--- config.mk ---
export PLATFORM = sky130hd
export DESIGN_NAME = rx_control
export DESIGN_NICKNAME = d
export VERILOG_FILES = /design/src/rtl/uart_pkg.sv /design/src/rtl/sync_2ff.sv /design/src/rtl/rx_control.sv
export SDC_FILE = /design/constraint.sdc
export NUM_CORES = 1
export LEC_CHECK = 0
export ABC_AREA = 1
export BUFFER_PORTS_ARGS = -buffer_cell sky130_fd_sc_hd__buf_2
export CORE_MARGIN = 1
export CORE_UTILIZATION = 40
export DETAILED_ROUTE_END_ITERATION = 8
export GPL_ROUTABILITY_DRIVEN = 0
export SYNTH_ARGS = -nofsm -noshare
export SYNTH_HDL_FRONTEND = slang
export SYNTH_SLANG_ARGS = --single-unit
--- constraint.sdc ---
create_clock -name clk -period 1.9 [get_ports clk]
set_input_delay 0.095 -clock clk [delete_from_list [all_inputs] [get_ports clk]]
set_output_delay 0.095 -clock clk [all_outputs]
set_load 0.05 [all_outputs]
--- src/rtl/uart_pkg.sv ---
// Shared UART definitions: frame configuration used by both rx_control and tx_control,
// plus the receive state encoding.
package uart_pkg;

  localparam int MAX_DATA_BITS = 9;

  typedef struct packed {
    logic [3:0] data_len;   // 5..9
    logic       parity_en;
    logic       parity_odd;
    logic       stop2;
  } control_t;

  typedef enum logic [2:0] {
    RX_IDLE,
    RX_START,
    RX_DATA,
    RX_PARITY,
    RX_STOP0,
    RX_STOP1,
    RX_BREAK
  } rx_state_t;

endpackage

--- src/rtl/sync_2ff.sv ---
// Generic two-flop synchronizer for a single asynchronous input; the reset value is a
// parameter so idle-high lines (RXD, CTS) come out of reset inactive.
module sync_2ff #(
  parameter logic RESET_VAL = 1'b0
) (
  input  logic clk,
  input  logic reset_n,
  input  logic d,
  output logic q
);

  logic meta_q;
  logic sync_q;

  always_ff @(posedge clk or negedge reset_n) begin
    if (!reset_n) begin
      meta_q <= RESET_VAL;
      sync_q <= RESET_VAL;
    end else begin
      meta_q <= d;
      sync_q <= meta_q;
    end
  end

  assign q = sync_q;

endmodule

--- src/rtl/rx_control.sv ---
// UART receiver: oversampled start detection, mid-bit sampling of data/parity/stop,
// and a single-entry valid/ready output register with sticky overrun.
module rx_control
  import uart_pkg::*;
#(
  parameter int OVERSAMPLE = 16,
  parameter int MAX_DATA   = MAX_DATA_BITS
) (
  input  logic                clk,
  input  logic                reset_n,
  input  control_t            control,
  input  logic                baud_tick,
  input  logic                rxd,
  input  logic                rdy,
  output logic                vld,
  output logic [MAX_DATA-1:0] data,
  output logic                parity_err,
  output logic                frame_err,
  output logic                overrun
);

  localparam int            TW   = $clog2(OVERSAMPLE);
  localparam logic [TW-1:0] MID  = TW'(OVERSAMPLE / 2 - 1);
  localparam logic [TW-1:0] TOP  = TW'(OVERSAMPLE - 1);

  logic rxs;
  logic rxs_prev_q;

  sync_2ff #(.RESET_VAL(1'b1)) u_rxd_sync (
    .clk     (clk),
    .reset_n (reset_n),
    .d       (rxd),
    .q       (rxs)
  );

  rx_state_t           state_q, state_d;
  logic [TW-1:0]       tcnt_q, tcnt_d;
  logic [3:0]          bcnt_q, bcnt_d;
  logic [MAX_DATA-1:0] shreg_q, shreg_d;
  control_t            frame_q, frame_d;
  logic                perr_q, perr_d;
  logic                mid_sample;
  logic                deliver;

  logic                vld_q;
  logic [MAX_DATA-1:0] data_q;
  logic                perr_out_q;
  logic                ferr_out_q;
  logic                ovr_q;

  assign mid_sample = baud_tick && (tcnt_q == MID);

  always_comb begin
    state_d = state_q;
    tcnt_d  = tcnt_q;
    bcnt_d  = bcnt_q;
    shreg_d = shreg_q;
    frame_d = frame_q;
    perr_d  = perr_q;
    deliver = 1'b0;

    if (baud_tick) begin
      tcnt_d = (tcnt_q == TOP) ? '0 : tcnt_q + 1'b1;
    end

    case (state_q)
      RX_IDLE: begin
        if (rxs_prev_q && !rxs) begin
          tcnt_d  = '0;
          frame_d = control;
          state_d = RX_START;
        end
      end
      RX_START: begin
        // tcnt keeps running through the mid-point so the next tcnt==MID is one full bit later
        if (mid_sample) begin
          if (rxs) begin
            state_d = RX_IDLE;
          end else begin
            bcnt_d  = '0;
            shreg_d = '0;
            perr_d  = 1'b0;
            state_d = RX_DATA;
          end
        end
      end
      RX_DATA: begin
        if (mid_sample) begin
          for (int i = 0; i < MAX_DATA; i++) begin
            if (bcnt_q == 4'(i)) shreg_d[i] = rxs;
          end
          bcnt_d = bcnt_q + 4'd1;
          if (bcnt_q == frame_q.data_len - 4'd1) begin
            state_d = frame_q.parity_en ? RX_PARITY : RX_STOP0;
          end
        end
      end
      RX_PARITY: begin
        if (mid_sample) begin
          perr_d  = (^shreg_q) ^ rxs ^ frame_q.parity_odd;
          state_d = RX_STOP0;
        end
      end
      RX_STOP0: begin
        if (mid_sample) begin
          deliver = 1'b1;
          if (frame_q.stop2)  state_d = RX_STOP1;
          else if (!rxs)      state_d = RX_BREAK;
          else                state_d = RX_IDLE;
        end
      end
      RX_STOP1: begin
        if (mid_sample) begin
          state_d = rxs ? RX_IDLE : RX_BREAK;
        end
      end
      RX_BREAK: begin
        if (rxs) state_d = RX_IDLE;
      end
      default: state_d = RX_IDLE;
    endcase
  end

  always_ff @(posedge clk or negedge reset_n) begin
    if (!reset_n) begin
      state_q    <= RX_IDLE;
      tcnt_q     <= '0;
      bcnt_q     <= '0;
      shreg_q    <= '0;
      frame_q    <= '0;
      perr_q     <= 1'b0;
      rxs_prev_q <= 1'b1;
    end else begin
      state_q    <= state_d;
      tcnt_q     <= tcnt_d;
      bcnt_q     <= bcnt_d;
      shreg_q    <= shreg_d;
      frame_q    <= frame_d;
      perr_q     <= perr_d;
      rxs_prev_q <= rxs;
    end
  end

  // A delivery while the consumer is stalled drops the new word and flags overrun
  always_ff @(posedge clk or negedge reset_n) begin
    if (!reset_n) begin
      vld_q      <= 1'b0;
      data_q     <= '0;
      perr_out_q <= 1'b0;
      ferr_out_q <= 1'b0;
      ovr_q      <= 1'b0;
    end else begin
      if (deliver) begin
        if (!vld_q || rdy) begin
          vld_q      <= 1'b1;
          data_q     <= shreg_q;
          perr_out_q <= perr_q;
          ferr_out_q <= ~rxs;
        end else begin
          ovr_q <= 1'b1;
        end
      end else if (vld_q && rdy) begin
        vld_q <= 1'b0;
      end
    end
  end

  assign vld        = vld_q;
  assign data       = data_q;
  assign parity_err = perr_out_q;
  assign frame_err  = ferr_out_q;
  assign overrun    = ovr_q;

endmodule

==> metrics.md <==
| Metric | Value |
|---|---|
| Yosys Warn Count | `0` |
| Crit path buf inv count | `0` |
| Drt total wl | `4840 um` |
| Data required time at the worst endpoint | `2.09 ns` |
| Minimum clock period | `between 1.5 and 2 ns` |
| Max Clk Rate | `0.587 GHz` |
| Post-synth net total | `between 300 and 400` |
| Post-route clock period utilization | `0.897` |
| Worst setup EP type | `register` |
| Critical Path Source Type | `register` |
| Area share of the largest cell type after synthesis | `0.428` |
| Vias in the first global route | `about 1,900` |
| Initial Util | `0.425` |
| Die H | `just under 80 um` |
| Share of cells above drive strength 1 | `0.165` |
| CP max stage delay | `around 0.39 ns` |
| Final max-slew violation count | `0` |
| Diodes inserted | `0` |
| Buffers on Ports | `24` |
| Nets | `368` |
| Delay-heaviest family, CP | `simple AND/OR/NAND/NOR gates` |
| Vias | `2,006` |
| Max Root-Sink Buffers | `2` |
| Largest net degree at the start of global routing | `25` |
| CTS sink cnt | `between 40 and 50` |
| Full die area | `about 6300 um2` |
| Power per cell area | `1080 nW/um2` |
| Status | `finished clean` |
| CTS root buffer | `clkbuf_8` |
| Peak supply drop | `approximately 560 uV` |
| CP Cell Sequence | `ha_1 > nand4_1 > nor4_4 > nand2_4 > nand2_1 > o21ai_0` |
| # IOs | `25` |
| Slowest CP cell | `dfrtp_1` |
| Clk slew on worst S/H paths | `~0.08 ns` |
| Arr. time, crit path | `approximately 1.9 ns` |
| Max-cap violations | `0` |
| Syn Std Cell Area | `roughly 2400 um2` |
| Hold WC Path Type | `in2reg` |
| #FFs+latches synth | `44` |
| Initial DRT Pass Iterations | `4` |
| Final HPWL DP | `between 3000 and 4000 um` |
| Setup CP Type | `reg2reg` |
| Total negative setup slack | `0 ns` |
| First-pass GRT wire length | `between 8000 and 9000 um` |
| Number of cell rows | `27` |
| Die W | `approximately 79 um` |
| First DRT Iteration DRCs | `57` |
| CTS tree | `built` |
| Initial antenna violation count | `0` |
| RSZ-0062 raised after global routing | `false` |
| Congestion Overflow GR | `0` |
| Final setup violating endpoints | `0` |
| GRT Overall Usage | `0.174` |
| Filler Cell Count | `~580` |
| Critical path fanouts, max | `19` |
| Post-route DRC violation count | `0` |
| Syn-to-layout area delta | `15.7%` |
| Mapped Cells | `313` |
| Vias per inst | `between 4 and 5` |
| Fin. Hold Viols | `0` |
| Synth unique cells | `30` |
| Seq/Total Area, Yosys | `0.461` |
| Inst Count DP | `approximately 410` |
| Max H-tree Level | `2` |
| Finished Layout Cells | `about 420` |
| Postcts setup bufs | `0` |
| Fin worst setup slack | `just under 0.2 ns` |
| Ranking of synthesized cells by area | `dfrtp_1, nand2_1, nand3_1` |
| Setup Skew | `approximately 0.0043 ns` |
| Util after Layout | `0.492` |
| Leak | `about 1.4 nW` |
| CTS Buf Count | `5` |
| Tightest Pin Transition | `approximately 0.53 ns` |
| Post-route ant nets | `0` |
| CORE AREA | `between 5000 and 6000 um2` |
| Slew HR | `0.648` |
| Synth Area per Inst | `between 7 and 8 um2` |
| Clock Latency Late Sink | `0.30 ns` |
| Place WS | `0.107 ns` |
| Power Total | `2.98 mW` |
| WL/cell | `roughly 11 um` |
| Cell taking the most area after synthesis | `dfrtp_1` |
## kinds of logic (layout without fill, tap and decap cells)
logic type      Yosys count  after routing  share of synthesized area
xor+xnor                  7              7                     0.0256
simple gates            180            180                      0.323
fa+ha+maj                 6              6                     0.0313
compound gates           38             38                     0.0897
flops                    44             44                      0.461
buf+inv                  38             76                     0.0699
## cell usage in the layout, fill, tap and decap left out, types with 6 or more instances in the layout
| master | n |
|---|---|
| buf_2 | 24 |
| clkbuf_8 | 6 |
| dfrtp_1 | 41 |
| dlygate4sd3_1 | 6 |
| ha_1 | 6 |
| inv_1 | 28 |
| nand2_1 | 119 |
| nand3_1 | 26 |
| nor2_1 | 17 |
| o21ai_0 | 20 |
| o21ai_1 | 8 |
## routing by layer
layer	wire, um	track usage	up-vias
li1	-	-	1069
met1	2350	0.225	905
met2	2290	0.291	24
met3	129	0.0343	8
met4	65	0.0545	0
met5	0	0	-
## report_power, final
group	switching (mW)	internal [mW]	total (mW)
clock network	0.318	0.297	0.615
logic	0.680	0.405	1.09
registers	0.163	1.12	1.28
total	1.16	1.82	2.98
## worst min-delay path, stage by stage
cell     delay, ns
buf_2         0.09
nand2_1       0.05
nand2_1       0.05
## through the flow
stage	hold WS, ns	cell area, um2
after floorplan	-0.201	2400
after global placement	0.0990	2620
after detailed placement	0.101	2620
after CTS	0.00402	2770
after global routing	0.00843	2780
final	0.0108	2780
## worst paths after layout
check | start | end | slack (ns) | cells past startpoint
setup / recovery | tcnt_q[0] | frame_err | 0.20 | 6
hold / removal | control[0] | frame_q[0] | 0.01 | 3
setup reg to reg | tcnt_q[0] | frame_err | 0.20 | 6
hold reg to reg | u_rxd_sync.meta_q | u_rxd_sync.q | 0.38 | 0
max in group asynchronous | reset_n | u_rxd_sync.meta_q | 1.03 | 3
min in group asynchronous | reset_n | data[1] | 0.29 | 2
## registers in the layout, indices dropped and copies added, names as in the netlist
register,cells
bcnt_q,4
data,9
frame_err,1
frame_q,7
overrun,1
parity_err,1
perr_q,1
rxs_prev_q,1
shreg_q,9
state_q,3
tcnt_q,4
u_rxd_sync.meta_q,1
u_rxd_sync.q,1
vld,1
## synthesized netlist by cell type
cell	count
or2_2	1
o21ai_2	5
nor2_1	18
ha_1	6
buf_2	2
o21ai_1	8
nor4_4	1
and3_1	1
o211ai_1	1
dfrtp_1	41
inv_2	3
nor2_4	1
nand4_1	3
o21ai_0	20
nor3_1	4
buf_4	2
a21oi_1	3
nor3_2	1
nor2_2	1
nand2_4	1
inv_1	29
nand2_2	2
buf_6	2
xor2_1	5
dfstp_2	3
nand2_1	119
nand3_1	26
a31o_2	1
xnor2_1	2
and2_1	1
## layout make-up
class | count | area, um2 | area share
Inverter | 32 | 124 | 0.0446
Clock buffer | 8 | 90.1 | 0.0325
Multi-Input combinational cell | 231 | 1130 | 0.407
Tap cell | 72 | 90.1 | 0.0325
Sequential cell | 44 | 1100 | 0.398
Timing Repair Buffer | 36 | 238 | 0.0857
## what timing repair did
action	in CTS	in global routing
resized for setup	0	2
endpoints found under the hold margin	24	0
hold buffers	6	0
endpoints found under the setup margin	0	11
(Power assumes the default switching activity.)
